## src/rtl/la_ioseq.sv

```systemverilog
// Power-aware enable sequencer and per-pin config register file for one padring side.
// Releases pin enables one at a time, STEP cycles apart, once io power is good.
module la_ioseq #(
    parameter int unsigned NPINS = 8,
    parameter int unsigned CFGW  = 8,
    parameter int unsigned STEP  = 4
) (
    input  logic                    clk,
    input  logic                    nreset,
    input  logic                    pwrgood,
    input  logic                    wr_valid,
    output logic                    wr_ready,
    input  logic [7:0]              wr_addr,
    input  logic                    wr_ie,
    input  logic                    wr_oe,
    input  logic [CFGW-1:0]         wr_cfg,
    output logic                    wr_err,
    output logic [NPINS-1:0]        ie,
    output logic [NPINS-1:0]        oe,
    output logic [NPINS*CFGW-1:0]   cfg,
    output logic                    busy,
    output logic                    done
);

    localparam int unsigned IW = (NPINS > 1) ? $clog2(NPINS) : 1;
    localparam int unsigned TW = (STEP > 1) ? $clog2(STEP) : 1;
    localparam logic [IW-1:0] IDX_LAST  = IW'(NPINS - 1);
    localparam logic [TW-1:0] TMR_RELOAD = TW'(STEP - 1);

    typedef enum logic [1:0] {
        S_OFF  = 2'd0,
        S_RAMP = 2'd1,
        S_RUN  = 2'd2
    } state_t;

    state_t                  state;
    state_t                  state_nxt;
    logic [IW-1:0]           idx;
    logic [IW-1:0]           idx_d;
    logic [TW-1:0]           timer;
    logic [TW-1:0]           timer_d;
    logic [NPINS-1:0]        ie_mask;
    logic [NPINS-1:0]        oe_mask;
    logic [NPINS-1:0]        ie_mask_nxt;
    logic [NPINS-1:0]        oe_mask_nxt;
    logic [NPINS*CFGW-1:0]   cfg_nxt;
    logic [NPINS-1:0]        ie_d;
    logic [NPINS-1:0]        oe_d;
    logic [NPINS-1:0]        released;
    logic                    wr_fire;
    logic                    wr_hit;
    logic                    wr_bad;
    logic                    tmr_zero;

    assign wr_ready = nreset;
    assign wr_fire  = wr_valid & wr_ready;
    assign wr_hit   = wr_fire & (32'(wr_addr) < NPINS);
    assign wr_bad   = wr_fire & (32'(wr_addr) >= NPINS);
    assign tmr_zero = (timer == '0);

    // Masks/cfg as they will be after this edge; enables use these so a write
    // landing on a pin's release edge (or in RUN) takes effect immediately.
    always_comb begin
        ie_mask_nxt = ie_mask;
        oe_mask_nxt = oe_mask;
        cfg_nxt     = cfg;
        for (int unsigned p = 0; p < NPINS; p++) begin
            if (wr_hit && (32'(wr_addr) == p)) begin
                ie_mask_nxt[p]           = wr_ie;
                oe_mask_nxt[p]           = wr_oe;
                cfg_nxt[p*CFGW +: CFGW]  = wr_cfg;
            end
        end
    end

    always_ff @(posedge clk) begin
        if (!nreset) begin
            state <= S_OFF;
        end else begin
            state <= state_nxt;
        end
    end

    always_comb begin
        state_nxt = state;
        case (state)
            S_OFF:   if (pwrgood) state_nxt = S_RAMP;
            S_RAMP: begin
                if (!pwrgood)                          state_nxt = S_OFF;
                else if (tmr_zero && idx == IDX_LAST)  state_nxt = S_RUN;
            end
            S_RUN:   if (!pwrgood) state_nxt = S_OFF;
            default: state_nxt = S_OFF;
        endcase
    end

    // Pins already released, plus the current pin on its release cycle.
    always_comb begin
        released = '0;
        for (int unsigned p = 0; p < NPINS; p++) begin
            released[p] = (32'(idx) > p) || (tmr_zero && (32'(idx) == p));
        end
    end

    always_comb begin
        ie_d    = ie;
        oe_d    = oe;
        idx_d   = idx;
        timer_d = timer;
        case (state)
            S_OFF: begin
                ie_d  = '0;
                oe_d  = '0;
                idx_d = '0;
                if (pwrgood) timer_d = TMR_RELOAD;
            end
            S_RAMP: begin
                if (!pwrgood) begin
                    ie_d  = '0;
                    oe_d  = '0;
                    idx_d = '0;
                end else begin
                    ie_d = ie_mask_nxt & released;
                    oe_d = oe_mask_nxt & released;
                    if (tmr_zero) begin
                        timer_d = TMR_RELOAD;
                        idx_d   = (idx == IDX_LAST) ? '0 : idx + IW'(1);
                    end else begin
                        timer_d = timer - TW'(1);
                    end
                end
            end
            S_RUN: begin
                if (!pwrgood) begin
                    ie_d  = '0;
                    oe_d  = '0;
                    idx_d = '0;
                end else begin
                    ie_d = ie_mask_nxt;
                    oe_d = oe_mask_nxt;
                end
            end
            default: begin
                ie_d  = '0;
                oe_d  = '0;
                idx_d = '0;
            end
        endcase
    end

    always_ff @(posedge clk) begin
        if (!nreset) begin
            idx     <= '0;
            timer   <= '0;
            ie_mask <= '0;
            oe_mask <= '0;
            cfg     <= '0;
            ie      <= '0;
            oe      <= '0;
            wr_err  <= 1'b0;
            busy    <= 1'b0;
            done    <= 1'b0;
        end else begin
            idx     <= idx_d;
            timer   <= timer_d;
            ie_mask <= ie_mask_nxt;
            oe_mask <= oe_mask_nxt;
            cfg     <= cfg_nxt;
            ie      <= ie_d;
            oe      <= oe_d;
            wr_err  <= wr_bad;
            busy    <= (state_nxt == S_RAMP);
            done    <= (state_nxt == S_RUN);
        end
    end

endmodule

```

## config.mk

```make
export PLATFORM = sky130hd
export DESIGN_NAME = la_ioseq
export DESIGN_NICKNAME = d
export VERILOG_FILES = /design/src/rtl/la_ioseq.sv
export SDC_FILE = /design/constraint.sdc
export NUM_CORES = 1
export LEC_CHECK = 0
export ABC_CLOCK_PERIOD_IN_PS = 2100
export CORE_ASPECT_RATIO = 0.8
export CORE_MARGIN = 10
export CORE_UTILIZATION = 49
export DETAILED_ROUTE_END_ITERATION = 8
export PLACE_DENSITY = 0.79
export SLEW_MARGIN = 0
export SYNTH_ARGS = -nofsm -noshare
export SYNTH_HDL_FRONTEND = slang
export SYNTH_SLANG_ARGS = --single-unit
```

## constraint.sdc

```tcl
create_clock -name clk -period 2.1 [get_ports clk]
set_clock_uncertainty 0.05 [all_clocks]
set_input_delay 0.42 -clock clk [delete_from_list [all_inputs] [get_ports clk]]
set_output_delay 0.42 -clock clk [all_outputs]
set_load 0.005 [all_outputs]
```

# Word level (Yosys, flattened, before mapping)
# Index checks and enable logic that the tools add are counted.
[totals]
register_bits = 106
inputBits = 22
out_inout_bits = 84
elab_cells = 122
[classes]
n_addsub = 2
magnitude_cmp = 9
eq_ne = 22
muxes = 36
bitwise_logic = 5
n_reduce_logical = 30
[ops]
columns = ["op", "n"]
rows = [
  ["8-bit by 3-bit equality test with 1-bit output, second input constant", 4],
  ["8-bit two-way mux", 4],
  ["8-bit one-hot mux with 2 select lines", 2],
  ["8-bit bitwise AND", 2],
  ["8-bit by 2-bit equality test with 1-bit output, second input constant", 2],
  ["1-bit logical AND", 16],
  ["1-bit two-way mux", 16],
  ["2-bit two-way mux", 7],
  ["3-bit equality test, second input constant", 4],
  ["3-bit two-way mux", 4],
  ["3-bit greater-than comparator, second input constant", 3],
  ["8-bit by 1-bit equality test with 1-bit output, second input constant", 1],
  ["8-bit by 4-bit >= comparator with 1-bit output, second input constant", 1],
  ["8-bit logical NOT", 1],
  ["8-bit by 4-bit less-than comparator with 1-bit output, second input constant", 1],
  ["1-bit logical OR", 7],
  ["3-bit by 2-bit equality test with 1-bit output, second input constant", 2],
  ["3-bit by 1-bit greater-than comparator with 1-bit output, second input constant", 2],
  ["3-bit by 2-bit greater-than comparator with 1-bit output, second input constant", 2],
  ["2-bit inequality test, second input constant", 3],
  ["2-bit one-hot mux with 3 select lines", 1],
  ["3-bit one-hot mux with 2 select lines", 1],
  ["2-bit by 1-bit equality test with 1-bit output, second input constant", 2],
  ["2-bit equality test, second input constant", 2],
  ["11 further kinds", 14],
]

# Longest topological paths before layout
# Gate-level depths: netlist of the first run.
[depth]
ltp_word = 7
depth_mapped = 7
ltp_nobuf = 6

# Least setup slack after synthesis of the first run
# No wires, ideal clock.
[synth_path]
path_kind = "input-to-reg"
from = "input wr_addr[7]"
to = "register ie_mask[7]"
setup_ns = 0.120
arrival_ns = 1.747
t_required_ns = 1.930
path_slack_ns = 0.183
stages = 5
path_buffers = 1
path_cell_list = "or4_4 nor4_1 clkbuf_4 mux2i_1 nor2b_1"
[synth_via]
elab_chain_len = 4
elab_cells_between_ends = 5
classes_between = "order compare (1); eq/ne (1); mux (1); bitwise (1); reduce/logical (1)"
[synth_rtl]
columns = ["item", "line_no", "source"]
rows = [
  ["from (decl)", "13", "input logic [7:0] wr_addr,"],
  ["8-bit by 4-bit less-than comparator with 1-bit output", "57", "assign wr_hit = wr_fire & (32'(wr_addr) < NPINS);"],
  ["1-bit bitwise AND", "57", ""],
  ["1-bit logical AND (*)", "68", "if (wr_hit && (32'(wr_addr) == p)) begin"],
  ["1-bit two-way mux (*)", "68", ""],
  ["to (signal assigned)", "166", "ie_mask <= ie_mask_nxt;"],
  ["to (decl)", "42", "logic [NPINS-1:0] ie_mask;"],
]
# Every way passes the cells marked *; elsewhere a longest branch is shown, timed or not.
# A chain may end at the register's enable or synchronous reset.

# Final worst setup path of the first run
[layout_path]
from = "input wr_addr[7]"
to = "register oe[5]"
[layout_via]
elab_chain_len = 7
elab_cells_between_ends = 9
classes_between = "order compare (1); eq/ne (1); mux (4); bitwise (2); reduce/logical (1)"
[layout_rtl]
columns = ["item", "line_no", "source"]
rows = [
  ["8-bit by 4-bit less-than comparator with 1-bit output", "57", ""],
  ["1-bit bitwise AND", "57", ""],
  ["1-bit logical AND (*)", "68", ""],
  ["1-bit two-way mux (*)", "68", ""],
  ["8-bit bitwise AND", "124", "oe_d = oe_mask_nxt & released;"],
  ["8-bit two-way mux", "118", "if (!pwrgood) begin"],
  ["8-bit one-hot mux with 2 select lines (*)", "110", "case (state)"],
  ["to (signal assigned)", "159", "oe <= '0;"],
  ["to (signal assigned)", "170", "oe <= oe_d;"],
  ["to (decl)", "19", "output logic [NPINS-1:0] oe,"],
]
# Marked as above.

==> results of run 1 <==
## critical path, cell delays in order
cell	delay (ps)
sky130_fd_sc_hd__clkdlybuf4s50_1	420
sky130_fd_sc_hd__or4_4	590
sky130_fd_sc_hd__nor4_2	310
sky130_fd_sc_hd__buf_4	210
sky130_fd_sc_hd__mux2i_1	260
sky130_fd_sc_hd__nor2_1	70
## power breakdown
part	internal [W]	leakage [nW]	switching, W
combinational	0.000102	1.38	0.000108
clock	0.000573	0.107	0.000733
sequential	0.00202	0.855	0.00000677
## path summary, 6_finish.rpt
kind | cells after the start | slack, ps | end
setup / recovery | 6 | 20 | oe[5]
hold / removal | 2 | 450 | oe[2]
setup reg to reg | 6 | 410 | busy
hold reg to reg | 2 | 450 | oe[2]
## cells by family (layout without fill, tap and decap cells)
kind of cell	after synthesis	after routing
mux	82	82
simple gates	133	133
fa+ha+maj	11	11
compound gates	30	30
flops	106	106
buf+inv	42	154
## flip-flops by register name (all words and copies together), names as in the netlist
register / count
ie: 8
oe_mask: 8
timer: 2
state: 2
cfg: 64
oe: 8
idx: 3
wr_err: 1
done: 1
busy: 1
ie_mask: 8
## metal layers
layer / vias to the layer above / wire [microns]
li1: 1564 / -
met1: 1509 / 4560
met2: 81 / 5230
met3: 6 / 693
met4: 0 / 74
met5: - / 0
## Yosys cell counts (4+ instances only)
master / count
sky130_fd_sc_hd__clkbuf_1: 23
sky130_fd_sc_hd__mux2i_1: 82
sky130_fd_sc_hd__o21a_1: 4
sky130_fd_sc_hd__nand3_1: 4
sky130_fd_sc_hd__nand2_1: 7
sky130_fd_sc_hd__nor2_1: 19
sky130_fd_sc_hd__buf_2: 4
sky130_fd_sc_hd__dfxtp_1: 106
sky130_fd_sc_hd__inv_1: 10
sky130_fd_sc_hd__ha_1: 11
sky130_fd_sc_hd__a21oi_1: 4
sky130_fd_sc_hd__nor2b_1: 83
sky130_fd_sc_hd__o21ai_0: 10
## layout make-up
cell class	instances	area, sq um
Tap cell	112	140
Inverter	10	37.5
Timing Repair Buffer	128	1250
Multi-Input combinational cell	256	1970
Sequential cell	106	2120
Clock inverter	7	81.3
Fill cell	671	2730
Clock buffer	9	124
## metrics by stage
stage	instances	TNS (ps)	instance area (sq um)	utilization, %
floorplan	404	0	4240	-
global placement	612	-12470	5490	65.0
detailed placement	612	-15400	5490	65.0
CTS	628	0	5690	67.4
global route	628	-71.6	5720	67.7
finish	628	0	5720	67.7
==> impl_metrics.sql, run 1 <==
INSERT INTO impl_metrics (metric_group, metric, value, unit) VALUES
('yosys', 'ys.warnings.count', '0', ''),
('yosys', 'synth_seq_area_share', '50.1', '%'),
('sta', 'finalWorstPathRequiredPeriod', '2080', 'ps'),
('pwr', 'peak_supply_drop', '0.298', 'mV'),
('sta', 'setup_ws', '21.6', 'ps'),
('pwr', 'fin_total_pwr', '0.00354', 'W'),
('detailed_routing', 'route.detailed.wl_per_inst', '16.8', 'microns'),
('grt', 'grt_max_degree', '48', ''),
('worst_setup_path', 'endpoint_kind', 'register', ''),
('yosys', 'ys_ff_latch', '106', ''),
('worst_hold_path', 'worst_hold_path_type', 'register to register', ''),
('outcome', 'outcome', 'finished clean', ''),
('yosys', 'synth_compound_gate_area_share', '4.57', '%'),
('detailed_routing', 'dr_total_vias', '3160', ''),
('grt', 'grt.met1_usage', '20.1', '%'),
('detailed_routing', 'routed_wirelength', '10.6', 'mm'),
('floorplanning', 'design.die.area', '0.0128', 'sq mm'),
('yosys', 'synth.mux.area_fraction', '19.4', '%'),
('yosys', 'synth.cell_area', '0.00424', 'sq mm'),
('sta', 'final_min_period_over_clock_period', '99.0', '%'),
('clock_network', 'tritoncts.num_buffers', '9', ''),
('sta', 'grt_setup_unrepaired', 'yes', ''),
('detailed_routing', 'drt-vias-per-instance', '5.03', ''),
('sta', 'drv_slew', '0', ''),
('clock_network', 'cts_tree', 'done', ''),
('sta', 'timing.max_slew.rel_slack', '70.6', '%'),
('yosys', 'synth_largest_type_area_fraction', '50.1', '%'),
('grt', 'grt_remaining_overflow', '0', ''),
('placed_design', 'detailed_place_hpwl', '7.99', 'mm'),
('sta', 'fin_worst_hold_slack', '448', 'ps'),
('finish', 'most_frequent_standard_cell_in_the_layout_excluding_fill_and_tap_cells', 'sky130_fd_sc_hd__dfxtp_1', ''),
('yosys', 'synth_top_area_cell', 'sky130_fd_sc_hd__dfxtp_1', ''),
('sta', 'setup-violations-final', '0', ''),
('grt', 'grt_first_pass_wirelength', '16.6', 'mm'),
('yosys', 'postSynth.topFlopCell', 'sky130_fd_sc_hd__dfxtp_1', ''),
('yosys', 'syn-mean-instance-area', '10.5', 'sq um'),
('finish', 'layout_common_cells', 'sky130_fd_sc_hd__dfxtp_1 (106), sky130_fd_sc_hd__clkdlybuf4s50_1 (104), sky130_fd_sc_hd__nor2b_1 (83)', ''),
('placed_design', 'pre_cts_setup_slack', '-385', 'ps'),
('detailed_routing', 'final_antenna_net_count', '0', ''),
('yosys', 'synth.net_count', '437', ''),
('yosys', 'number_of_instances_in_the_synthesized_netlist', '404', ''),
('sta', 'max_slew.worst_pin.slew', '440', 'ps'),
('worst_setup_path', 'criticalPathCategory', 'input pin to register', ''),
('clock_network', 'cts-hold-fix-buffers', '0', ''),
('sta', 'final-hold-violation-count', '0', ''),
('grt', 'grt_most_used_layer', 'met2', ''),
('finish', 'n_antenna_cell', '0', ''),
('yosys', 'yosys-top-cells-area', 'sky130_fd_sc_hd__dfxtp_1 (50%), sky130_fd_sc_hd__mux2i_1 (19%), sky130_fd_sc_hd__nor2b_1 (12%), sky130_fd_sc_hd__ha_1 (3.2%), sky130_fd_sc_hd__clkbuf_1 (2.0%)', ''),
('clock_network', 'post-cts-setup-buffers', '0', ''),
('yosys', 'synth_cell_type_count', '32', ''),
('sta', 'timing.fmax', '0.481', 'GHz'),
('yosys', 'ys_async_sr_fraction', '0', '%'),
('worst_setup_path', 'timing.critical_path.arrival', '2280', 'ps'),
('detailed_routing', 'drc', '0', ''),
('floorplanning', 'std_cell_rows', '30', ''),
('pwr', 'static-leakage-power', '2.34', 'nW'),
('pwr', 'power_density', '619', 'mW/mm^2'),
('placed_design', 'portBuffers', '105', ''),
('finish', 'num-nets-final', '544', ''),
('detailed_routing', '1st_iter_drt_viols', '170', ''),
('clock_network', 'total_number_of_clock_tree_sinks', '106', ''),
('yosys', 'post_synth_fa_ha_maj_area_fraction', '3.25', '%'),
('detailed_routing', 'drt-pass1-iter-count', '4', ''),
('finish', 'syn_to_final_growth', '34.9', '%'),
('clock_network', 'clockBufferDepth', '2', ''),
('grt', 'use_met2', '28.3', '%'),
('clock_network', 'cts.root.buffer_cell', 'sky130_fd_sc_hd__clkbuf_8', ''),
('grt', 'antenna_found_initial', '0', ''),
('floorplanning', 'die_w', '124', 'microns'),
('clock_network', 'clk_pin_slew', '100', 'ps'),
('placed_design', 'gpl.final_weighted_congestion', '0.860', '');
Power figures use the tool's default switching activity.
==> inputs of run 2 (changes only) <==
--- a/config.mk
+++ b/config.mk
@@ -6,11 +6,13 @@
 export NUM_CORES = 1
 export LEC_CHECK = 0
 export ABC_CLOCK_PERIOD_IN_PS = 2100
+export CAP_MARGIN = 25
 export CORE_ASPECT_RATIO = 0.8
 export CORE_MARGIN = 10
-export CORE_UTILIZATION = 49
+export CORE_UTILIZATION = 62
 export DETAILED_ROUTE_END_ITERATION = 8
-export PLACE_DENSITY = 0.79
+export DONT_BUFFER_PORTS = 1
+export PLACE_DENSITY = 0.78
 export SLEW_MARGIN = 0
 export SYNTH_ARGS = -nofsm -noshare
 export SYNTH_HDL_FRONTEND = slang
==> run 2 against run 1 <==
  * Worst setup slack improved by 400 ps
  * Power fell by 3.5%
  * First-iteration DRC count fell by 19%
  * Via count fell by 14%
  * Core utilization rose by 1.7 points
  * Global-route usage rose by 1.1 points
  * Die area fell by 17%
  * Non-clock buffer count fell by 115
  * Flip-flop and latch count did not move
  * Clock-buffer cell count rose by 1
  * Register-to-register slack barely moved
==> impl_metrics.sql, run 2 (synthesized netlist as in run 1, its figures left out) <==
INSERT INTO impl_metrics (metric_group, metric, value, unit) VALUES
('outcome', 'outcome', 'finished clean', ''),
('worst_setup_path', 'cp_slowest_cell', 'sky130_fd_sc_hd__dfxtp_1', ''),
('clock_network', 'htree_num_levels', '3', ''),
('worst_setup_path', 'worstPathRequired', '2370', 'ps'),
('worst_hold_path', 'hold_depth', '1', ''),
('floorplanning', 'standard_cell_core_area', '0.00651', 'sq mm'),
('worst_setup_path', 'startpoint', 'state[0]', ''),
('worst_hold_path', 'worstHoldStart', 'nreset', ''),
('worst_setup_path', 'cp_common_cell', 'sky130_fd_sc_hd__o21a_1', ''),
('placed_design', 'post_dp_cell_area', '0.00431', 'sq mm'),
('detailed_routing', 'drt-vias-per-instance', '5.57', ''),
('worst_setup_path', 'timing.critical_path.fanout_max', '13', ''),
('worst_setup_path', 'cp.buffers_inverters', '1', ''),
('finish', 'drive_gt1_share', '7.98', '%'),
('floorplanning', 'die_w', '112', 'microns'),
('finish', 'largest_reg_flops', '64', ''),
('finish', 'n_antenna_cell', '0', ''),
('placed_design', 'gpl.final_weighted_congestion', '0.825', ''),
('worst_hold_path', 'hold_path_end', 'wr_err', ''),
('grt', 'grt_remaining_overflow', '0', ''),
('sta', 'finalWorstPathRequiredPeriod', '1680', 'ps'),
('grt', 'track_usage', '17.8', '%'),
('floorplanning', 'design.die.area', '0.0106', 'sq mm'),
('grt', 'antenna_found_initial', '0', ''),
('placed_design', 'portBuffers', '0', ''),
('floorplanning', 'initial_utilization', '65.2', '%'),
('placed_design', 'detailed_place_hpwl', '6.86', 'mm'),
('worst_setup_path', 'criticalPathCategory', 'register to register', ''),
('worst_setup_path', 'path_cells', 'inv_1, ha_1, o21a_1, o21ai_0, o21a_1, and3b_1', ''),
('detailed_routing', '1st_iter_drt_viols', '138', ''),
('worst_setup_path', 'timing.critical_path.arrival', '1950', 'ps'),
('detailed_routing', 'route.detailed.wl_per_inst', '19.5', 'microns'),
('sta', 'drv_slew', '0', ''),
('worst_setup_path', 'rrSetupSlack', '420', 'ps'),
('clock_network', 'post-cts-setup-buffers', '0', ''),
('clock_network', 'clk_pin_slew', '100', 'ps'),
('finish', 'finish.instance_area', '0.00452', 'sq mm'),
('sta', 'max_slew.worst_pin.slew', '425', 'ps'),
('worst_setup_path', 'worst-r2r-cell-count', '6', ''),
('worst_hold_path', 'worst_hold_path_type', 'input pin to register', ''),
('sta', 'setup-violations-final', '0', ''),
('grt', 'first_global_vias', '2727', ''),
('sta', 'timing.fmax', '0.597', 'GHz'),
('worst_setup_path', 'endpoint_kind', 'register', ''),
('worst_setup_path', 'regToRegEndpoint', 'busy', ''),
('sta', 'final-hold-violation-count', '0', ''),
('detailed_routing', 'dr_total_vias', '2702', ''),
('finish', 'top_register', 'cfg', ''),
('floorplanning', 'std_cell_rows', '26', ''),
('grt', 'grt_max_degree', '92', ''),
('finish', 'syn_to_final_growth', '6.58', '%'),
('pwr', 'static-leakage-power', '1.90', 'nW'),
('job', 'max-cap-violations', '0', ''),
('sta', 'final_min_period_over_clock_period', '79.8', '%'),
('floorplanning', 'chipHeight', '94.0', 'microns'),
('clock_network', 'cts.root.buffer_cell', 'sky130_fd_sc_hd__clkbuf_8', ''),
('pwr', 'power_density', '757', 'mW/mm^2'),
('finish', 'cell_count_final_fillers_out', '485', ''),
('finish', 'filler_cell_count', '510', ''),
('clock_network', 'total_number_of_clock_tree_sinks', '106', ''),
('grt', 'grt_first_pass_wirelength', '15.0', 'mm'),
('worst_setup_path', 'timing.critical_path.slowest_cell_delay', '400', 'ps'),
('detailed_routing', 'drc', '0', ''),
('sta', 'grt_setup_unrepaired', 'no', ''),
('detailed_routing', 'final_antenna_net_count', '0', ''),
('sta', 'timing.max_slew.rel_slack', '71.7', '%'),
('pwr', 'peak_supply_drop', '0.398', 'mV'),
('worst_setup_path', 'worst_path_dominant_cell_family', 'compound AO/OA/AOI/OAI gates', ''),
('clock_network', 'cts-hold-fix-buffers', '0', ''),
('finish', 'most_frequent_standard_cell_in_the_layout_excluding_fill_and_tap_cells', 'sky130_fd_sc_hd__dfxtp_1', ''),
('placed_design', 'number_of_instances_in_the_placed_design', '469', ''),
('finish', 'num-nets-final', '429', ''),
('detailed_routing', 'drt-pass1-iter-count', '4', ''),
('sta', 'finalSetupTns', '0', 'ps'),
('clock_network', 'cts_resized', '0', ''),
('clock_network', 'cts_tree', 'done', ''),
('detailed_routing', 'routed_wirelength', '9.45', 'mm'),
('clock_network', 'tritoncts.num_buffers', '9', ''),
('worst_setup_path', 'start_kind', 'register', ''),
('floorplanning', 'boundaryPins', '106', ''),
('finish', 'layout_common_cells', 'sky130_fd_sc_hd__dfxtp_1 (106), sky130_fd_sc_hd__nor2b_1 (83), sky130_fd_sc_hd__mux2i_1 (82)', ''),
('clock_network', 'clockBufferDepth', '2', ''),
('clock_network', 'insertion_delay', '370', 'ps'),
('worst_setup_path', 'regToRegStartpoint', 'state[0]', '');
## run 2: cell types whose count changed in the layout (fill, tap and decap cells not counted), sizes merged
cell	before	now
clkdlybuf4s50	104	0
buf	24	13
inv	14	11
clkinv	2	4
clkbuf	9	10
## run 2: worst max path at each step
stage / to / slack (ps) / cells past startpoint
after floorplan: ie_mask[7] / 180 / 5
after global placement: oe_mask[4] / 110 / 5
after detailed placement: oe_mask[4] / 70 / 5
after CTS: busy / 420 / 6
after global routing: busy / 240 / 6
final: busy / 420 / 6
## run 2: per-layer routing
layer | track usage [%] | share of wire (%)
met4 | 5.06 | 0.96
met5 | 0 | 0
met3 | 9.96 | 13
met2 | 26.5 | 42
met1 | 21.5 | 44
## run 2: worst register-to-register path, delay by kind of cell, from the launching register on
family          cells  cell delay [ps]
buf+inv             1               90
fa+ha+maj           1              350
simple gates        1              160
flops               1              400
compound gates      3              580
## run 2: where the power goes
group          switching [W]  internal (W)
Combinational      0.0000420     0.0000515
Clock               0.000703      0.000596
Sequential        0.00000799       0.00202
## run 2: through the flow
| stage | utilization, % | hold slack (ps) | worst slack [ps] | total power [W] |
|---|---|---|---|---|
| finish | 69.4 | 117 | 424 | 0.00342 |
| detailed placement | 66.2 | 436 | 70.6 | 0.00217 |
| global route | 69.4 | 119 | 235 | 0.00352 |
| floorplan | - | 406 | 183 | 0.00219 |
| global placement | 66.2 | 425 | 108 | 0.00216 |
| CTS | 69.4 | 113 | 420 | 0.00344 |
## run 2: area by class of cell
cell class                 instances  area [sq um]  area share (%)
tap                               84           105            2.33
sequential                       106          2120            47.0
clock buffer                      10           138            3.05
inverter                          10          37.5           0.831
clock inverter                     6          73.8            1.63
timing repair buffer              13          97.6            2.16
multi-input combinational        256          1940            43.0
==> inputs of run 3 (changes only) <==
--- a/config.mk
+++ b/config.mk
@@ -5,7 +5,7 @@
 export SDC_FILE = /design/constraint.sdc
 export NUM_CORES = 1
 export LEC_CHECK = 0
-export ABC_CLOCK_PERIOD_IN_PS = 2100
+export ABC_CLOCK_PERIOD_IN_PS = 1700
 export CAP_MARGIN = 25
 export CORE_ASPECT_RATIO = 0.8
 export CORE_MARGIN = 10
==> constraint.sdc (replaced) <==
create_clock -name clk -period 1.7 [get_ports clk]
set_clock_uncertainty 0.05 [all_clocks]
set_input_delay 0.34 -clock clk [delete_from_list [all_inputs] [get_ports clk]]
set_output_delay 0.34 -clock clk [all_outputs]
set_load 0.005 [all_outputs]
==> run 3 against run 2 <==
  * Non-clock buffer count grew 4
  * Register-to-register slack lost 330 ps
  * Core utilization grew 0.48 points
  * Worst hold slack lost 61 ps
  * Combinational power grew 24%
  * Worst setup slack lost 330 ps
  * Clock power grew 12%
  * Clock-buffer cell count shrank 1
  * Sequential power grew 23%
  * Flip-flop and latch count is the same
  * Maximum frequency grew 4.2%
  * Largest cell class unchanged
  * Cell count grew 0.82%
==> impl_metrics.sql, run 3 (synthesized netlist as in run 1, its figures left out) <==
INSERT INTO impl_metrics (metric_group, metric, value, unit) VALUES
('sta', 'grt_setup_unrepaired', 'no', ''),
('floorplanning', 'die_w', '112', 'microns'),
('job', 'max-cap-violations', '0', ''),
('worst_setup_path', 'setup.worst_path.end', 'busy', ''),
('placed_design', 'detailed_place_hpwl', '6.85', 'mm'),
('worst_setup_path', 'worstPathRequired', '1960', 'ps'),
('floorplanning', 'design.die.area', '0.0106', 'sq mm'),
('clock_network', 'post-cts-setup-buffers', '0', ''),
('worst_setup_path', 'criticalPathCategory', 'register to register', ''),
('detailed_routing', 'routed_wirelength', '9.24', 'mm'),
('detailed_routing', 'final_antenna_net_count', '0', ''),
('detailed_routing', '1st_iter_drt_viols', '118', ''),
('worst_setup_path', 'timing.critical_path.arrival', '1870', 'ps'),
('worst_setup_path', 'cp_common_cell', 'sky130_fd_sc_hd__ha_1', ''),
('clock_network', 'insertion_delay', '370', 'ps'),
('clock_network', 'cts-hold-fix-buffers', '0', ''),
('finish', 'top_register', 'cfg', ''),
('sta', 'final_min_period_over_clock_period', '94.6', '%'),
('finish', 'syn_to_final_growth', '7.32', '%'),
('outcome', 'outcome', 'finished clean', ''),
('pwr', 'power_density', '894', 'mW/mm^2'),
('detailed_routing', 'route.detailed.wl_per_inst', '18.9', 'microns'),
('floorplanning', 'initial_utilization', '65.2', '%'),
('worst_setup_path', 'cp.buffers_inverters', '0', ''),
('sta', 'setup_ws', '92.2', 'ps'),
('detailed_routing', 'drt-pass1-iter-count', '4', ''),
('clock_network', 'cts_tree', 'done', ''),
('placed_design', 'gpl.final_weighted_congestion', '0.815', ''),
('clock_network', 'clockBufferDepth', '2', ''),
('finish', 'multiInputGateArea', '0.00195', 'sq mm'),
('detailed_routing', 'drt-vias-per-instance', '5.49', ''),
('finish', 'filler_cell_count', '495', ''),
('grt', 'track_usage', '17.7', '%'),
('worst_setup_path', 'timing.critical_path.slowest_cell_delay', '360', 'ps'),
('floorplanning', 'standard_cell_core_area', '0.00651', 'sq mm'),
('sta', 'finalSetupTns', '0', 'ps'),
('clock_network', 'cts.root.buffer_cell', 'sky130_fd_sc_hd__clkbuf_8', ''),
('detailed_routing', 'dr_total_vias', '2684', ''),
('worst_setup_path', 'worst_path_dominant_cell_family', 'adder cells', ''),
('finish', 'most_frequent_standard_cell_in_the_layout_excluding_fill_and_tap_cells', 'sky130_fd_sc_hd__dfxtp_1', ''),
('sta', 'finalWorstPathRequiredPeriod', '1610', 'ps'),
('floorplanning', 'std_cell_rows', '26', ''),
('worst_setup_path', 'cp.depth', '6', ''),
('finish', 'area.sequential', '0.00212', 'sq mm'),
('placed_design', 'portBuffers', '0', ''),
('grt', 'antenna_found_initial', '0', ''),
('finish', 'layout_common_cells', 'sky130_fd_sc_hd__dfxtp_1 (104), sky130_fd_sc_hd__nor2b_1 (83), sky130_fd_sc_hd__mux2i_1 (82)', ''),
('finish', 'n_antenna_cell', '0', ''),
('worst_setup_path', 'cp_slowest_cell', 'sky130_fd_sc_hd__dfxtp_2', ''),
('worst_setup_path', 'timing.critical_path.fanout_max', '5', ''),
('clock_network', 'htree_num_levels', '3', ''),
('sta', 'setup-violations-final', '0', ''),
('worst_hold_path', 'worst_hold_path_type', 'input pin to register', ''),
('worst_setup_path', 'worst-r2r-cell-count', '6', ''),
('grt', 'grt_first_pass_wirelength', '14.8', 'mm'),
('worst_setup_path', 'endpoint_kind', 'register', ''),
('clock_network', 'tritoncts.num_buffers', '9', ''),
('clock_network', 'total_number_of_clock_tree_sinks', '106', ''),
('grt', 'first_global_vias', '2636', ''),
('sta', 'max_slew.worst_pin.slew', '337', 'ps'),
('grt', 'grt_remaining_overflow', '0', ''),
('clock_network', 'clk_pin_slew', '100', 'ps'),
('detailed_routing', 'drc', '0', ''),
('pwr', 'fin_total_pwr', '0.00407', 'W'),
('pwr', 'peak_supply_drop', '0.447', 'mV'),
('worst_setup_path', 'path_cells', 'ha_1, ha_1, and3_1, o21ai_1, o21a_1, and3b_1', ''),
('worst_setup_path', 'regToRegEndpoint', 'busy', ''),
('floorplanning', 'chipHeight', '94.0', 'microns'),
('sta', 'final-hold-violation-count', '0', ''),
('worst_setup_path', 'rrSetupSlack', '90', 'ps'),
('pwr', 'static-leakage-power', '1.92', 'nW'),
('worst_setup_path', 'startpoint', 'idx[0]', ''),
('worst_setup_path', 'regToRegStartpoint', 'idx[0]', ''),
('grt', 'grt_max_degree', '92', ''),
('sta', 'timing.max_slew.rel_slack', '77.3', '%'),
('clock_network', 'cts_resized', '0', ''),
('sta', 'drv_slew', '0', ''),
('finish', 'largest_reg_flops', '64', ''),
('finish', 'num-nets-final', '433', ''),
('placed_design', 'pre_cts_setup_slack', '-262', 'ps'),
('floorplanning', 'boundaryPins', '106', ''),
('sta', 'timing.fmax', '0.622', 'GHz'),
('finish', 'drive_gt1_share', '10.1', '%'),
('worst_setup_path', 'start_kind', 'register', '');
run 3: cell count changes in the layout (fill, tap and decap cells not counted), sizes merged:
cell and delta:
bufinv -1, inv +1, buf +4, clkbuf -1, clkinv +1
run 3: layout make-up:
cell class                      instances  area share, %
Clock buffer                            9           2.72
Inverter                               10          0.825
Sequential cell                       106           46.7
Multi-Input combinational cell        256           43.0
Timing Repair Buffer                   17           3.08
Clock inverter                          7           1.40
Tap cell                               84           2.31
run 3: worst register-to-register path, stage by stage, from the launching register on:
cell                      delay [ps]
sky130_fd_sc_hd__dfxtp_2         360
sky130_fd_sc_hd__ha_1            230
sky130_fd_sc_hd__ha_1            230
sky130_fd_sc_hd__and3_1          210
sky130_fd_sc_hd__o21ai_1         140
sky130_fd_sc_hd__o21a_1          180
sky130_fd_sc_hd__and3b_1         160
run 3: per-layer routing:
metal,track usage [%],vias to the layer above,routed length [microns]
li1,-,1337,-
met4,4.43,0,68
met1,21.9,1247,4140
met5,0,-,0
met3,10.9,7,1230
met2,25.1,93,3790
run 3: worst min path at each step:
stage / slack (ps) / depth (start not counted) / to / from
final: 60 / 1 / wr_err / nreset
after detailed placement: 430 / 2 / oe[5] / oe_mask[5]
after global routing: 30 / 1 / cfg[34] / nreset
after CTS: 40 / 1 / wr_err / nreset
after floorplan: 410 / 2 / ie[5] / ie_mask[5]
after global placement: 420 / 2 / oe[5] / oe_mask[5]
run 3: power breakdown:
| part | total (W) | switching, W | internal [W] |
|---|---|---|---|
| logic | 0.000116 | 0.0000511 | 0.0000650 |
| clock network | 0.00145 | 0.000885 | 0.000561 |
| registers | 0.00250 | 0.00000993 | 0.00249 |
run 3: stage by stage:
step	hold slack [ps]	cell area [sq um]	instances	util, %
final	56.1	4550	489	69.9
after global routing	29.9	4550	489	69.9
after CTS	37.4	4540	489	69.8
after detailed placement	434	4360	473	66.9
after global placement	424	4360	473	66.9
after floorplan	406	4250	404	-
